**src/rtl/stream_split_pkg.sv**
```systemverilog
// ---------------------------------------------------------------------------
// stream_split_pkg
// Shared definitions for the lane splitter and the lane select mux:
//   state_t     - splitter FSM states (IDLE, PAR, SER)
//   MODE_PAR/SER - encoding of the splitter mode input
//   lane_idx_w  - width of a lane index for a given lane count
// ---------------------------------------------------------------------------
package stream_split_pkg;

    typedef enum logic [1:0] {
        IDLE = 2'd0,
        PAR  = 2'd1,
        SER  = 2'd2
    } state_t;

    localparam logic MODE_PAR = 1'b0;
    localparam logic MODE_SER = 1'b1;

    // A single lane still needs a 1-bit index so port widths never collapse to 0.
    function automatic int lane_idx_w(input int lanes);
        return (lanes > 1) ? $clog2(lanes) : 1;
    endfunction

endpackage

```
**src/rtl/stream_lane_select.sv**
```systemverilog
// ---------------------------------------------------------------------------
// stream_lane_select
// Combinational LANES:1 lane multiplexer. Maps a running lane counter to a
// physical lane (ascending or descending order) and returns that lane.
// Ports:
//   i_word  in  LANES*LANE_WIDTH  word holding all lanes (lane i at i*LANE_WIDTH)
//   i_cnt   in  IW                position in the emission order
//   o_data  out LANE_WIDTH        selected lane contents
//   o_lane  out IW                physical index of the selected lane
// ---------------------------------------------------------------------------
module stream_lane_select
    import stream_split_pkg::*;
#(
    parameter int LANE_WIDTH = 16,
    parameter int LANES      = 2,
    parameter int LSB_FIRST  = 1,
    localparam int IW        = lane_idx_w(LANES)
) (
    input  logic [LANES*LANE_WIDTH-1:0] i_word,
    input  logic [IW-1:0]               i_cnt,
    output logic [LANE_WIDTH-1:0]       o_data,
    output logic [IW-1:0]               o_lane
);

    logic [IW-1:0] w_sel;

    always_comb begin
        // Descending order walks from the top lane down.
        w_sel  = (LSB_FIRST != 0) ? i_cnt : (IW'(LANES - 1) - i_cnt);
        o_data = '0;
        for (int i = 0; i < LANES; i++) begin
            if (w_sel == IW'(i)) begin
                o_data = i_word[i*LANE_WIDTH +: LANE_WIDTH];
            end
        end
    end

    assign o_lane = w_sel;

endmodule

```
**src/rtl/stream_lane_splitter.sv**
```systemverilog
// ---------------------------------------------------------------------------
// stream_lane_splitter
// Accepts one LANES*LANE_WIDTH word per valid/ready handshake and delivers it
// either all at once on the parallel port or one lane per handshake on the
// serial port. A new word may be accepted in the same cycle the held word
// completes, giving 1 word/cycle (parallel) or 1 word per LANES cycles (serial).
// Ports:
//   clock, reset        clock and synchronous active-high reset
//   mode                0 = parallel, 1 = serial; sampled on accept only
//   s_valid/s_ready/s_data   input word stream
//   p_valid/p_ready/p_data   parallel output (all lanes)
//   m_valid/m_ready/m_data   serial output, with m_lane index and m_last flag
//   word_count          number of completed words, wrapping
//   busy                a word is currently held
// ---------------------------------------------------------------------------
module stream_lane_splitter
    import stream_split_pkg::*;
#(
    parameter int LANE_WIDTH  = 16,
    parameter int LANES       = 2,
    parameter int LSB_FIRST   = 1,
    parameter int COUNT_WIDTH = 16
) (
    input  logic                             clock,
    input  logic                             reset,
    input  logic                             mode,
    input  logic                             s_valid,
    output logic                             s_ready,
    input  logic [LANES*LANE_WIDTH-1:0]      s_data,
    output logic                             p_valid,
    input  logic                             p_ready,
    output logic [LANES*LANE_WIDTH-1:0]      p_data,
    output logic                             m_valid,
    input  logic                             m_ready,
    output logic [LANE_WIDTH-1:0]            m_data,
    output logic [lane_idx_w(LANES)-1:0]     m_lane,
    output logic                             m_last,
    output logic [COUNT_WIDTH-1:0]           word_count,
    output logic                             busy
);

    localparam int IW = lane_idx_w(LANES);
    localparam int WW = LANES * LANE_WIDTH;

    state_t                  r_state;
    logic [WW-1:0]           r_sword;
    logic [WW-1:0]           r_pdata;
    logic [IW-1:0]           r_cnt;
    logic [LANE_WIDTH-1:0]   r_mdata;
    logic [IW-1:0]           r_mlane;
    logic [COUNT_WIDTH-1:0]  r_count;

    logic                    w_last;
    logic                    w_complete;
    logic                    w_accept;
    logic [WW-1:0]           w_sel_word;
    logic [IW-1:0]           w_sel_cnt;
    logic [LANE_WIDTH-1:0]   w_sel_data;
    logic [IW-1:0]           w_sel_lane;

    assign w_last     = (r_state == SER) && (r_cnt == IW'(LANES - 1));
    assign w_complete = ((r_state == PAR) && p_ready) || (w_last && m_ready);
    assign s_ready    = (r_state == IDLE) || w_complete;
    assign w_accept   = s_valid && s_ready;

    // The serial lane registers are loaded one step ahead: on accept they take
    // the first lane of the incoming word, otherwise the lane after r_cnt.
    assign w_sel_word = w_accept ? s_data : r_sword;
    assign w_sel_cnt  = w_accept ? '0 : (r_cnt + IW'(1));

    stream_lane_select #(
        .LANE_WIDTH (LANE_WIDTH),
        .LANES      (LANES),
        .LSB_FIRST  (LSB_FIRST)
    ) u_lane_select (
        .i_word (w_sel_word),
        .i_cnt  (w_sel_cnt),
        .o_data (w_sel_data),
        .o_lane (w_sel_lane)
    );

    always_ff @(posedge clock) begin
        if (reset) begin
            r_state <= IDLE;
            r_cnt   <= '0;
            r_pdata <= '0;
            r_mdata <= '0;
            r_mlane <= '0;
            r_count <= '0;
        end else begin
            if (w_complete) begin
                r_count <= r_count + COUNT_WIDTH'(1);
            end
            if (w_accept) begin
                r_cnt <= '0;
                if (mode == MODE_SER) begin
                    r_state <= SER;
                    r_mdata <= w_sel_data;
                    r_mlane <= w_sel_lane;
                end else begin
                    r_state <= PAR;
                    r_pdata <= s_data;
                end
            end else if (w_complete) begin
                r_state <= IDLE;
                r_cnt   <= '0;
            end else if ((r_state == SER) && m_ready) begin
                r_cnt   <= r_cnt + IW'(1);
                r_mdata <= w_sel_data;
                r_mlane <= w_sel_lane;
            end
        end
    end

    // Serial word store needs no reset: it is only read while in SER.
    always_ff @(posedge clock) begin
        if (w_accept && (mode == MODE_SER)) begin
            r_sword <= s_data;
        end
    end

    assign p_valid    = (r_state == PAR);
    assign p_data     = r_pdata;
    assign m_valid    = (r_state == SER);
    assign m_data     = r_mdata;
    assign m_lane     = r_mlane;
    assign m_last     = w_last;
    assign word_count = r_count;
    assign busy       = (r_state != IDLE);

endmodule

```
**config.mk**
```make
export PLATFORM = sky130hd
export DESIGN_NAME = stream_lane_splitter
export DESIGN_NICKNAME = d
export VERILOG_FILES = /design/src/rtl/stream_split_pkg.sv /design/src/rtl/stream_lane_select.sv /design/src/rtl/stream_lane_splitter.sv
export SDC_FILE = /design/constraint.sdc
export NUM_CORES = 1
export LEC_CHECK = 0
export CAP_MARGIN = 20
export CORE_ASPECT_RATIO = 0.5
export CORE_UTILIZATION = 35
export DETAILED_ROUTE_END_ITERATION = 10
export PLACE_DENSITY = 0.65
export SLEW_MARGIN = 10
export SYNTH_ARGS = -nofsm -noshare
export SYNTH_HDL_FRONTEND = slang
export SYNTH_HIERARCHICAL = 1
export SYNTH_SLANG_ARGS = --single-unit
```
**constraint.sdc**
```tcl
create_clock -name clock -period 2.25 [get_ports clock]
set_input_delay 0.45 -clock clock [delete_from_list [all_inputs] [get_ports clock]]
set_output_delay 0.45 -clock clock [all_outputs]
set_load 0.01 [all_outputs]
```
==> flow_metrics.py <==
metrics = {
    "run_status": {
        "status": "completed",
    },
    "clock_tree": {
        "cts_max_level": 3,
        "cts_tree": "yes",
        "clk_pin_slew_ns": 0.06,
        "clock-sinks": 100,
        "clk_path_buf_depth": 2,
        "numCtsBuffers": 9,
        "clock_latency_ns": 0.33,
        "cts-root-buf": "clkbuf_16",
    },
    "timing": {
        "tightest_slew_ns": 0.421,
        "drv_slew": 0,
        "slew_headroom_pct": 71.8,
        "max_freq_ghz": 0.461,
        "finalClockSkew_ns": 0.00810,
        "fin_crit_ns": 2.17,
        "finalSetupViolCount": 0,
        "timing.hold.ws_ns": 0.453,
        "period_share_pct": 96.4,
        "timing.final.hold_violations": 0,
        "setup_tns_ns": 0,
    },
    "logic_synthesis": {
        "synth_cells": 416,
        "synth_area_leader_cell": "dfxtp_1",
        "synth_area_sq_um": 4440,
        "synth_area_leaders": "dfxtp_1 31%, edfxtp_1 22%, mux2_2 9.6%, nand2_1 6.2%, nand2b_1 4.9%",
        "syn-num-nets": 455,
        "yosysSeqAreaShare_pct": 52.3,
        "syn_avg_cell_area_sq_um": 10.7,
        "ys_ff_latch": 100,
        "synth_top_cell_area_share_pct": 30.7,
        "synth_warnings": 6,
        "ys_types": 39,
    },
    "global_routing": {
        "grtUsageMet3_pct": 4.70,
        "met1_usage_pct": 21.1,
        "grt.total_usage_pct": 16.1,
        "grt_max_degree": 86,
        "grt_pass1_wl_mm": 16.6,
        "busiest_layer": "met2",
        "use_met2_pct": 26.2,
        "grt-ovfl-total": 0,
        "antenna_found_initial": 0,
        "grt_pass1_vias": 3171,
    },
    "drt": {
        "wl_per_cell_um": 14.7,
        "vias_per_cell": 4.69,
        "drt.antenna.violating_nets": 0,
        "vias": 3280,
        "first_pass_iters": 4,
        "initialDrtViolationCount": 161,
        "drcViolationCount": 0,
        "wl_mm": 10.3,
    },
    "floorplanning": {
        "ios": 108,
        "die_area_sq_um": 13200,
        "start_util_pct": 36.7,
        "fp.coreArea_sq_um": 12100,
        "die_y_um": 81.6,
        "rows": 28,
        "dieWidth_um": 161,
    },
    "pwr": {
        "p_leak_nw": 2.19,
        "ir_drop_v": 0.000347,
        "power_per_cell_area_nw_per_um2": 674,
    },
    "finish": {
        "final_util_pct": 50.5,
        "layout-drive-gt1-share_pct": 17.8,
        "layout.nets": 568,
        "fin_cells": 699,
        "area_delta_synth_final_pct": 37.5,
        "antenna_cells": 0,
        "final_area_sq_um": 6100,
    },
    "worst_setup_path": {
        "critical_path_class": "reg2out",
        "cp.required_ns": 1.80,
        "cp.arrival_ns": 1.72,
        "cp-start-kind": "register",
        "endpoint_kind": "primary output",
        "crit_fanout": 7,
    },
    "place": {
        "dp.cells": 683,
        "place_hpwl_mm": 6.87,
        "portBuffers": 107,
        "post_dp_cell_area_sq_um": 5820,
        "gp_congestion": 0.733,
    },
    "flow_run": {
        "drv_cap": 0,
    },
    "min_path": {
        "hold_class": "reg2reg",
    },
}
## cell usage after synthesis, drive strengths merged
| master | number |
|---|---|
| mux2 | 48 |
| mux2i | 17 |
| a311oi | 1 |
| or3 | 4 |
| clkbuf | 16 |
| o21ai | 4 |
| xor2 | 1 |
| a2111oi | 4 |
| a21bo | 1 |
| a31oi | 3 |
| xnor2 | 10 |
| dfxtp | 68 |
| nor2 | 10 |
| ha | 1 |
| or2 | 1 |
| and2 | 1 |
| nand2b | 35 |
| nand4b | 1 |
| a2111o | 2 |
| and3 | 2 |
| o22ai | 1 |
| and4 | 2 |
| a211oi | 3 |
| a21oi | 42 |
| edfxtp | 32 |
| nand4 | 4 |
| and3b | 1 |
| nand2 | 73 |
| nor2b | 5 |
| inv | 3 |
| nand3b | 1 |
| buf | 12 |
| nand3 | 7 |
## critical path: stages (launching register included)
cell and delay (ns):
dfxtp_2 0.35, buf_4 0.14, nor2b_4 0.19, and2_1 0.16, clkdlybuf4s50_1 0.54
## cells by family (layout without fill, tap and decap cells)
kind of cell             after synthesis  after routing  synth area share, %
multiplexers                          65             65                 16.9
adder cells (fa/ha/maj)                1              1                0.282
buffers and inverters                 31            149                 3.72
XOR/XNOR                              11             11                 2.17
AND/OR/NAND/NOR                      147            147                 16.4
flip-flops                           100            100                 52.3
AO/OA/AOI/OAI                         61             61                 8.29
## final cells by class
cell class	count	area, sq um
clock buffer	12	246
clock inverter	4	25.0
fill	1149	5980
inverter	3	11.3
multi-input combinational	285	1980
sequential	100	2320
tap	165	206
timing repair buffer	130	1310
## registers in the layout, indices dropped and copies added (netlist names)
name	count
r_sword	32
m_lane	1
r_cnt	1
word_count	16
m_data	16
p_data	32
r_state	2
## repair_timing
item	4_1_cts	5_1_grt
hold buffers	0	0
resized for setup	2	2
setup endpoints to repair	2	1
setup buffers	0	0
## final timing paths
| check | to | from | cells past startpoint | slack (ns) |
|---|---|---|---|---|
| max reg2reg | m_data[0]$_SDFFE_PP0P_ | r_state[0]$_SDFFE_PP0P_ | 8 | 0.29 |
| min reg2reg | p_data[24]$_SDFFE_PP0P_ | p_data[24]$_SDFFE_PP0P_ | 2 | 0.45 |
| min | p_data[24]$_SDFFE_PP0P_ | p_data[24]$_SDFFE_PP0P_ | 2 | 0.45 |
| max | m_last | r_state[1]$_SDFFE_PP0P_ | 4 | 0.08 |
## layer usage
layer	share of wire, %	wire [um]
met5	0	0
met3	4.1	418
met4	0.64	66
met1	49	5070
met2	46	4730
## stage by stage
stage	total power, mW	setup WS, ns
after floorplan	2.42	0.111
after global placement	2.73	-0.203
after detailed placement	2.74	-0.226
after CTS	4.18	0.00152
after global routing	4.31	-0.0175
final	4.11	0.0809
## placed cells by master (no fill, tap or decap), drive strengths merged, types with 3 or more instances in the layout
cell type      Yosys  final
nor2b              5      5
o21ai              4      4
a31oi              3      3
clkbuf            16     12
xnor2             10     10
buf               12     24
a211oi             3      3
or3                4      4
a21oi             42     42
nand2             73     73
nand2b            35     35
clkdlybuf4s50      0    105
nand3              7      7
mux2              48     48
dfxtp             68     68
nand4              4      4
edfxtp            32     32
a2111oi            4      4
inv                3      3
mux2i             17     17
nor2              10     10
## power by group
part,switching [mW],leakage (nW),internal [mW]
Sequential,0.0388,0.851,1.95
Combinational,0.301,1.21,0.397
Clock,0.645,0.129,0.778
Total,0.985,2.19,3.13
(Power assumes the default switching activity.)
